### src/rtl/tex_req_arb.sv
// rtl/tex_req_arb.sv - round-robin texture request arbiter with pending cap and response steering
module tex_req_arb #(
    parameter int NUM_REQS    = 4,
    parameter int NUM_LANES   = 4,
    parameter int TAG_WIDTH   = 16,
    parameter int LOD_BITS    = 4,
    parameter int STAGE_BITS  = 1,
    parameter int MAX_PENDING = 16,
    localparam int LOG_REQS   = $clog2(NUM_REQS),
    localparam int PCNT_W     = $clog2(MAX_PENDING + 1),
    localparam int CRD_W      = 2 * NUM_LANES * 32,
    localparam int LOD_W      = NUM_LANES * LOD_BITS
) (
    input  logic                            clk,
    input  logic                            reset,
    input  logic [NUM_REQS-1:0]             req_valid,
    input  logic [NUM_REQS*NUM_LANES-1:0]   req_mask,
    input  logic [NUM_REQS*CRD_W-1:0]       req_coords,
    input  logic [NUM_REQS*LOD_W-1:0]       req_lod,
    input  logic [NUM_REQS*STAGE_BITS-1:0]  req_stage,
    input  logic [NUM_REQS*TAG_WIDTH-1:0]   req_tag,
    output logic [NUM_REQS-1:0]             req_ready,
    output logic [NUM_REQS-1:0]             rsp_valid,
    output logic [NUM_LANES*32-1:0]         rsp_texels,
    output logic [TAG_WIDTH-1:0]            rsp_tag,
    input  logic [NUM_REQS-1:0]             rsp_ready,
    output logic                            tex_req_valid,
    output logic [NUM_LANES-1:0]            tex_req_mask,
    output logic [CRD_W-1:0]                tex_req_coords,
    output logic [LOD_W-1:0]                tex_req_lod,
    output logic [STAGE_BITS-1:0]           tex_req_stage,
    output logic [TAG_WIDTH+LOG_REQS-1:0]   tex_req_tag,
    input  logic                            tex_req_ready,
    input  logic                            tex_rsp_valid,
    input  logic [NUM_LANES*32-1:0]         tex_rsp_texels,
    input  logic [TAG_WIDTH+LOG_REQS-1:0]   tex_rsp_tag,
    output logic                            tex_rsp_ready,
    output logic [PCNT_W-1:0]               pending_count
);

    logic [LOG_REQS-1:0] rr;
    logic [LOG_REQS-1:0] winner;
    logic [LOG_REQS-1:0] rr_next;
    logic [LOG_REQS:0]   scan_sum;
    logic [LOG_REQS-1:0] scan_idx;
    logic                any_valid;
    logic                load_en;
    logic                can_issue;
    logic                fire;
    logic [LOG_REQS-1:0] rsp_idx;
    logic                rsp_bad;
    logic                rsp_fire;
    logic                dec_ok;

    // Scan downward so the last match written is the closest one at or after rr.
    always_comb begin
        winner    = rr;
        any_valid = 1'b0;
        scan_sum  = '0;
        scan_idx  = '0;
        for (int k = NUM_REQS - 1; k >= 0; k--) begin
            scan_sum = {1'b0, rr} + (LOG_REQS + 1)'(k);
            if (scan_sum >= (LOG_REQS + 1)'(NUM_REQS)) begin
                scan_sum = scan_sum - (LOG_REQS + 1)'(NUM_REQS);
            end
            scan_idx = scan_sum[LOG_REQS-1:0];
            if (req_valid[scan_idx]) begin
                winner    = scan_idx;
                any_valid = 1'b1;
            end
        end
    end

    assign rr_next   = (winner == LOG_REQS'(NUM_REQS - 1)) ? '0 : winner + 1'b1;
    assign load_en   = !tex_req_valid || tex_req_ready;
    // The cap uses the registered count only, so a response never reopens issue in its own cycle.
    assign can_issue = !reset && load_en && (pending_count < PCNT_W'(MAX_PENDING));
    assign fire      = can_issue && any_valid;

    always_comb begin
        req_ready = '0;
        for (int i = 0; i < NUM_REQS; i++) begin
            req_ready[i] = can_issue && (winner == LOG_REQS'(i));
        end
    end

    always_ff @(posedge clk) begin
        if (reset) begin
            tex_req_valid <= 1'b0;
            rr            <= '0;
        end else if (fire) begin
            tex_req_valid <= 1'b1;
            rr            <= rr_next;
        end else if (tex_req_ready) begin
            tex_req_valid <= 1'b0;
        end
    end

    always_ff @(posedge clk) begin
        if (fire) begin
            tex_req_mask   <= req_mask[winner*NUM_LANES +: NUM_LANES];
            tex_req_coords <= req_coords[winner*CRD_W +: CRD_W];
            tex_req_lod    <= req_lod[winner*LOD_W +: LOD_W];
            tex_req_stage  <= req_stage[winner*STAGE_BITS +: STAGE_BITS];
            tex_req_tag    <= {winner, req_tag[winner*TAG_WIDTH +: TAG_WIDTH]};
        end
    end

    assign rsp_idx       = tex_rsp_tag[TAG_WIDTH +: LOG_REQS];
    assign rsp_bad       = 32'(rsp_idx) >= NUM_REQS;
    assign tex_rsp_ready = rsp_bad || rsp_ready[rsp_idx];
    assign rsp_fire      = tex_rsp_valid && tex_rsp_ready;
    assign rsp_texels    = tex_rsp_texels;
    assign rsp_tag       = tex_rsp_tag[TAG_WIDTH-1:0];

    always_comb begin
        rsp_valid = '0;
        for (int i = 0; i < NUM_REQS; i++) begin
            rsp_valid[i] = tex_rsp_valid && !rsp_bad && (rsp_idx == LOG_REQS'(i));
        end
    end

    // A stray response at zero must not wrap the counter.
    assign dec_ok = rsp_fire && (pending_count != '0);

    always_ff @(posedge clk) begin
        if (reset) begin
            pending_count <= '0;
        end else begin
            case ({fire, dec_ok})
                2'b10:   pending_count <= pending_count + 1'b1;
                2'b01:   pending_count <= pending_count - 1'b1;
                default: pending_count <= pending_count;
            endcase
        end
    end

    always_ff @(posedge clk) begin
        if (!reset) begin
            assert (!(tex_rsp_valid && rsp_bad));
            assert (!(rsp_fire && pending_count == '0));
        end
    end

endmodule

### config.mk
export PLATFORM = sky130hd
export DESIGN_NAME = tex_req_arb
export DESIGN_NICKNAME = d
export VERILOG_FILES = /design/src/rtl/tex_req_arb.sv
export SDC_FILE = /design/constraint.sdc
export NUM_CORES = 1
export LEC_CHECK = 0
export ABC_AREA = 1
export BUFFER_PORTS_ARGS = -buffer_cell sky130_fd_sc_hd__buf_2
export CELL_PAD_IN_SITES_DETAIL_PLACEMENT = 1
export CELL_PAD_IN_SITES_GLOBAL_PLACEMENT = 2
export CORE_AREA = 2 2 690 692
export CTS_CLUSTER_DIAMETER = 120
export DETAILED_ROUTE_END_ITERATION = 8
export DIE_AREA = 0 0 692 694
export GPL_TIMING_DRIVEN = 0
export PLACE_DENSITY_LB_ADDON = 0.05
export SLEW_MARGIN = 20
export SYNTH_ARGS = -nofsm -noshare
export SYNTH_HDL_FRONTEND = slang
export SYNTH_SLANG_ARGS = --single-unit
### constraint.sdc
create_clock -name clk -period 29.3 [get_ports clk]
set_clock_uncertainty 0.1 [all_clocks]
set_input_delay 2.93 -clock clk [delete_from_list [all_inputs] [get_ports clk]]
set_output_delay 2.93 -clock clk [all_outputs]
set_load 0.05 [all_outputs]
==> results of run 1 <==
==> layout by cell type, fill, tap and decap left out, drive strengths merged, types with 8 or more instances in the layout <==
cell type  netlist  layout
edfxtp         295     295
bufinv           0      13
ha               8       8
buf            388    2055
clkbuf          16     108
diode            0      87
nand3         1185    1185
nor2            10      10
nand2          918     918
clkinv           0      28
dfxtp            8       8
inv           1200    1201
o21ai            8       8
==> worst max-delay path, delay by kind of cell <==
| kind | cells | cell delay (ps) |
|---|---|---|
| simple gates | 8 | 950 |
| buf+inv | 8 | 1460 |
| fa+ha+maj | 1 | 180 |
==> per-layer routing <==
metal	wire [µm]	part of all wire	global-route usage	vias to the layer above
met1	121500	0.36	0.1398	16350
met4	11730	0.034	0.02861	182
met2	180400	0.53	0.2672	1879
met3	25630	0.075	0.04515	1047
met5	1157	0.0034	0	-
li1	-	-	-	15830
==> state kept, by name (all words and copies together), names as in the netlist <==
register	cells
tex_req_lod	16
tex_req_mask	4
tex_req_tag	18
pending_count	5
tex_req_coords	256
tex_req_valid	1
rr	2
tex_req_stage	1
==> metrics by stage <==
stage / total power, mW / hold slack, ps / util / std cells
finish: 6.553 / 449.6 / 0.09586 / 12200
CTS: 7.030 / 473.2 / 0.09540 / 12110
global placement: 5.994 / 464.0 / 0.08802 / 11940
global route: 7.204 / 484.0 / 0.09558 / 12140
floorplan: 3.450 / 458.5 / - / 4055
detailed placement: 5.930 / 465.4 / 0.08967 / 11970
==> cell families after synthesis <==
kind of cell | synth area share
AND/OR/NAND/NOR | 0.3689
buffers and inverters | 0.2700
flip-flops | 0.3518
AO/OA/AOI/OAI | 0.003270
adder cells (fa/ha/maj) | 0.004686
XOR/XNOR | 0.001367
==> where the power goes <==
group / internal [mW] / switching, mW / leakage [nW] / total [mW]
Clock: 0.627 / 0.387 / 1.31 / 1.01
Sequential: 0.856 / 0.0702 / 2.90 / 0.926
Combinational: 0.976 / 3.64 / 19.9 / 4.61
Total: 2.46 / 4.09 / 24.1 / 6.55
==> layout make-up <==
cell class	instances	area, µm²
Multi-Input combinational cell	2148	9711
Buffer	404	2417
Clock buffer	92	2110
Clock inverter	47	600.6
Sequential cell	303	9019
Antenna cell	87	217.7
Timing Repair Buffer	1667	8966
Inverter	1200	4507
Tap cell	6247	7816
Fill cell	57130	427900
==> how the worst max path moves through the flow <==
stage / slack (ps) / end
global route: 20310 / req_ready[3]
CTS: 20360 / req_ready[3]
detailed placement: 20370 / req_ready[3]
global placement: -25470 / pending_count[3]
floorplan: 6180 / pending_count[3]
finish: 20690 / req_ready[3]
==> results.toml, run 1 <==
[status]
status = "finished clean"

[placed_design]
port_buffers = 1639
dpl-instance-area_um2 = 42440
gp_congestion = 0.8769
hpwlAfterDp_mm = 292.5
pre_cts_slack_ps = 20370

[min_path]
min_to = "tex_req_valid"
holdPathStages = 2
hp-class = "flop to flop"
hp-start = "tex_req_valid"

[grt]
overflow = 0
grt_pass1_vias = 37130
grt_first_pass_wirelength_mm = 424.0
grt_usage = 0.1369
antenna_found_initial = 574
grt_max_degree = 19

[critical_path]
cp-startpoint = "req_valid[3]"
r2r_start = "rr[1]"
worstPathArrival_ps = 5580
max_stage_delay_ps = 330
path_cells = "buf_2 > inv_1 > nand2_1 > nand3_1 > nand2_1 > inv_1 > nand2_1 > nand2_1 > nand3_2 > nand2_2 > buf_6 > buf_6 > buf_4 > ha_1 > inv_1 > nor2_1 > buf_2"
worstSetupPathType = "primary input to primary output"
endpoint_kind = "primary output"
worstReg2RegEnd = "tex_req_coords[5]"
start_kind = "primary input"
crit_fanout = 12
crit_required_ps = 26270
r2r_cells = 15
timing.reg2reg.setup_slack_ps = 25590
worst_path_most_repeated_cell = "nand2_1"
critPathSlowestCell = "buf_2"

[power_and_ir_drop]
powerDensity_nw_per_um2 = 144.5
peakVddDrop_mv = 0.04062
p_leak_nw = 24.12

[clock_tree]
cts_tree = "built"
cts_hold_buf = 0
numCtsBuffers = 80
postCtsSetupRepairBufs = 0
clockBufferDepth = 4
htreeDepth = 3
clk_pin_slew_ps = 50
root_buffer = "clkbuf_16"
clock_latency_ps = 790
cts_sinks = 303
ctsResizeCount = 0

[cells_and_area]
nNetsFinal = 7143
design_area_um2 = 45360
drive_above_1_share = 0.3723
syn2layout_area_growth_pct = 76.95

[timing]
worstMarginPinSlew_ps = 967.8
setup-tns-final_ps = 0
slew_headroom = 0.3548
layout_min_cycle_time_ps = 8613
maxSlewViolCount = 0
hold_viol = 0
fin_ws_ps = 20690
finalCritPeriodShare = 0.2940
setup_viol = 0
max_freq_mhz = 116.1
rsz0062_at_grt = "no"

[floorplan]
num_rows = 253
dieArea_um2 = 480200
core_area_um2 = 473200
die_h_um = 694
start_util = 0.05417
die_width_um = 692
io_pins = 1784

[synthesis]
synth_area_leaders = "edfxtp_1 35%, nand3_1 23%, inv_1 18%"
yosysWarnings = 0
synthFlopType = "edfxtp_1"
syn_area_per_cell_um2 = 6.322
synth.top_cell.area_share = 0.3456
synthTopCellsByCount = "1197 x inv_1, 1184 x nand3_1, 916 x nand2_1"
synth_cells = 4055
yosysSeqAreaShare = 0.3518
ys_ff_latch = 303
synth.distinct_cells = 26
synthesis.area_um2 = 25640
synth_nets = 5394
yosysMostFrequentCell = "inv_1"
synth_top_cell_by_area = "edfxtp_1"
async_flop_share = 0
synth_edf_count = 295

[routing]
via_count = 35290
ant_nets = 0
wl_mm = 340.5
routedWlPerCell_um = 27.92
drc_errors = 0
first_pass_iters = 4
drt_iter0_drc = 1358
avgViaCountPerCell = 2.894

[job]
cap_violations = 0
No activity file was read; power rests on OpenSTA's default activity.
==> run 2, diff against run 1 <==
==> constraint.sdc (replaced) <==
create_clock -name clk -period 7.96 [get_ports clk]
set_clock_uncertainty 0.1 [all_clocks]
set_input_delay 0.796 -clock clk [delete_from_list [all_inputs] [get_ports clk]]
set_output_delay 0.796 -clock clk [all_outputs]
set_load 0.05 [all_outputs]
==> run 2 against run 1 <==
Net effect: first-iteration DRC count decreased by 5.9%; worst hold slack worse by 290 ps; total power increased to 3.6 times the previous value; critical path depth unchanged; critical endpoint is now req_ready[1]; largest cell class unchanged; critical path type is now flop to primary output; sequential cell count stayed put; register-to-register slack got worse by 21000 ps.
==> results.toml, run 2 (synthesized netlist as in run 1, its figures left out) <==
[timing]
hold_viol = 0
layout_min_cycle_time_ps = 4798
setup_viol = 0
finalCritPeriodShare = 0.6027
slew_headroom = 0.3483
maxSlewViolCount = 0
setup-tns-final_ps = 0
rsz0062_at_grt = "no"
worstMarginPinSlew_ps = 977.5
holdWs_ps = 154.7
max_freq_mhz = 208.4

[clock_tree]
clk_pin_slew_ps = 50
postCtsSetupRepairBufs = 0
cts_sinks = 303
cts_hold_buf = 0
ctsResizeCount = 0
htreeDepth = 3
root_buffer = "clkbuf_16"
cts_tree = "built"
numCtsBuffers = 79
clock_latency_ps = 800
clockBufferDepth = 4

[floorplan]
die_width_um = 692
io_pins = 1784
die_h_um = 694
start_util = 0.05417
dieArea_um2 = 480200
num_rows = 253
core_area_um2 = 473200

[routing]
avgViaCountPerCell = 2.859
first_pass_iters = 5
drc_errors = 0
drt_iter0_drc = 1278
routedWlPerCell_um = 26.90
ant_nets = 0
wl_mm = 328.2
via_count = 34870

[critical_path]
critPathBufInv = 7
start_kind = "flop"
max_stage_delay_ps = 420
r2r_cells = 15
crit_required_ps = 7060
r2r_start = "rr[1]"
critPathSlowestCell = "dfxtp_1"
worstReg2RegEnd = "tex_req_coords[11]"
worst_path_most_repeated_cell = "nand2_1"
crit_family = "buffers and inverters"
worstSetupPathType = "flop to primary output"
path_cells = "inv_1 > nand2_1 > nand2_1 > nand2_1 > nand2_1 > inv_2 > nand2_1 > nand2_1 > nand2_2 > nand2_2 > buf_6 > buf_6 > buf_4 > ha_1 > inv_1 > nor2_1 > buf_2"
timing.reg2reg.setup_slack_ps = 4120
crit_fanout = 12
worstPathArrival_ps = 3900
endpoint_kind = "primary output"

[min_path]
min_to = "pending_count[4]"
hp-class = "primary input to flop"
holdPathStages = 2
hp-start = "reset"

[cells_and_area]
syn2layout_area_growth_pct = 76.65
largest_register_ffs = 256
nNetsFinal = 7142
reg_top3 = "tex_req_coords (256), tex_req_tag (18), tex_req_lod (16)"
largest-register = "tex_req_coords"
layout_commonest_cell = "buf_2"
drive_above_1_share = 0.3731
mostFrequentLayoutCells = "1871 x buf_2, 1195 x inv_1, 1183 x nand3_1, 915 x nand2_1, 295 x edfxtp_1"

[power_and_ir_drop]
internal_power_mw = 8.886
power_frac_comb = 0.706
peakVddDrop_mv = 0.1415
p_seq_frac = 0.143
switching_power_mw = 14.92
p_leak_nw = 24.04
clkPwrFrac = 0.151
power_mw = 23.80
powerDensity_nw_per_um2 = 525.7
power.share.switching = 0.6267

[status]
status = "finished clean"

[grt]
grt_pass1_vias = 37010
antenna_found_initial = 545
grt_first_pass_wirelength_mm = 410.0
grt_max_degree = 15
grt_usage = 0.1318
overflow = 0

[placed_design]
port_buffers = 1639
gp_congestion = 0.8196
hpwlAfterDp_mm = 281.0

[job]
cap_violations = 0
[run 2: cell types whose count changed in the layout (fill, tap and decap cells not counted), moves of 3 or more]
cell        previous run  this run
clkinv_2              10         6
ha_1                   8         5
clkinv_4               4         1
ha_4                   0         3
clkbuf_8               2         5
inv_6                  1         5
bufinv_16             13         8
clkbuf_1              22        25
clkinvlp_4             5         9
[run 2: worst max-delay path by stage]
stage	from	to	slack (ps)	depth (start not counted)
after global routing	rr[1]	req_ready[3]	2650	17
final	rr[1]	req_ready[1]	3160	17
after detailed placement	req_valid[0]	tex_req_coords[5]	3310	15
after CTS	rr[1]	req_ready[3]	2730	17
after floorplan	tex_req_ready	pending_count[3]	-410	13
after global placement	reset	pending_count[3]	-10650	13
[run 2: power groups by stage]
stage	combinational [mW]	sequential (mW)	clock, mW
floorplan	6.51	6.11	0
global placement	18.1	3.56	0
detailed placement	18.2	3.44	0
CTS	18.2	3.43	3.90
global route	18.8	3.50	3.89
finish	16.8	3.40	3.60
[run 2: per-stage QoR]
step                      worst slack (ps)  cells     util  instance area (µm²)
after floorplan                     -414.6   4055        -                25720
after global placement              -10650  11940  0.08820                41740
after detailed placement              3312  11970  0.08976                42480
after CTS                             2731  12110  0.09522                45060
after global routing                  2652  12140  0.09540                45150
final                                 3162  12200  0.09569                45280
[run 2: area by class of cell]
cell class,instances,area [µm²]
Timing Repair Buffer,1667,8941
Clock inverter,44,449.2
Antenna cell,89,222.7
Sequential cell,303,9019
Multi-Input combinational cell,2148,9773
Fill cell,57180,428000
Buffer,404,2416
Tap cell,6247,7816
Inverter,1200,4514
Clock buffer,96,2133
[run 2: worst reg2reg max path: stages (launching register included)]
cell and delay (ps):
dfxtp_1 360, inv_1 210, nand2_1 80, nand2_1 90
nand2_1 80, nand2_1 80, inv_2 40, nand3_1 70
nand2_1 60, nand2_1 50, nand2_1 360, inv_2 380
buf_2 540, buf_2 580, nand3_1 300, nand2_1 260
[run 2: metal layers]
metal,part of all wire,track usage
met1,0.35,0.1309
met2,0.54,0.2612
met3,0.074,0.04352
met4,0.033,0.02942
met5,0.0033,0
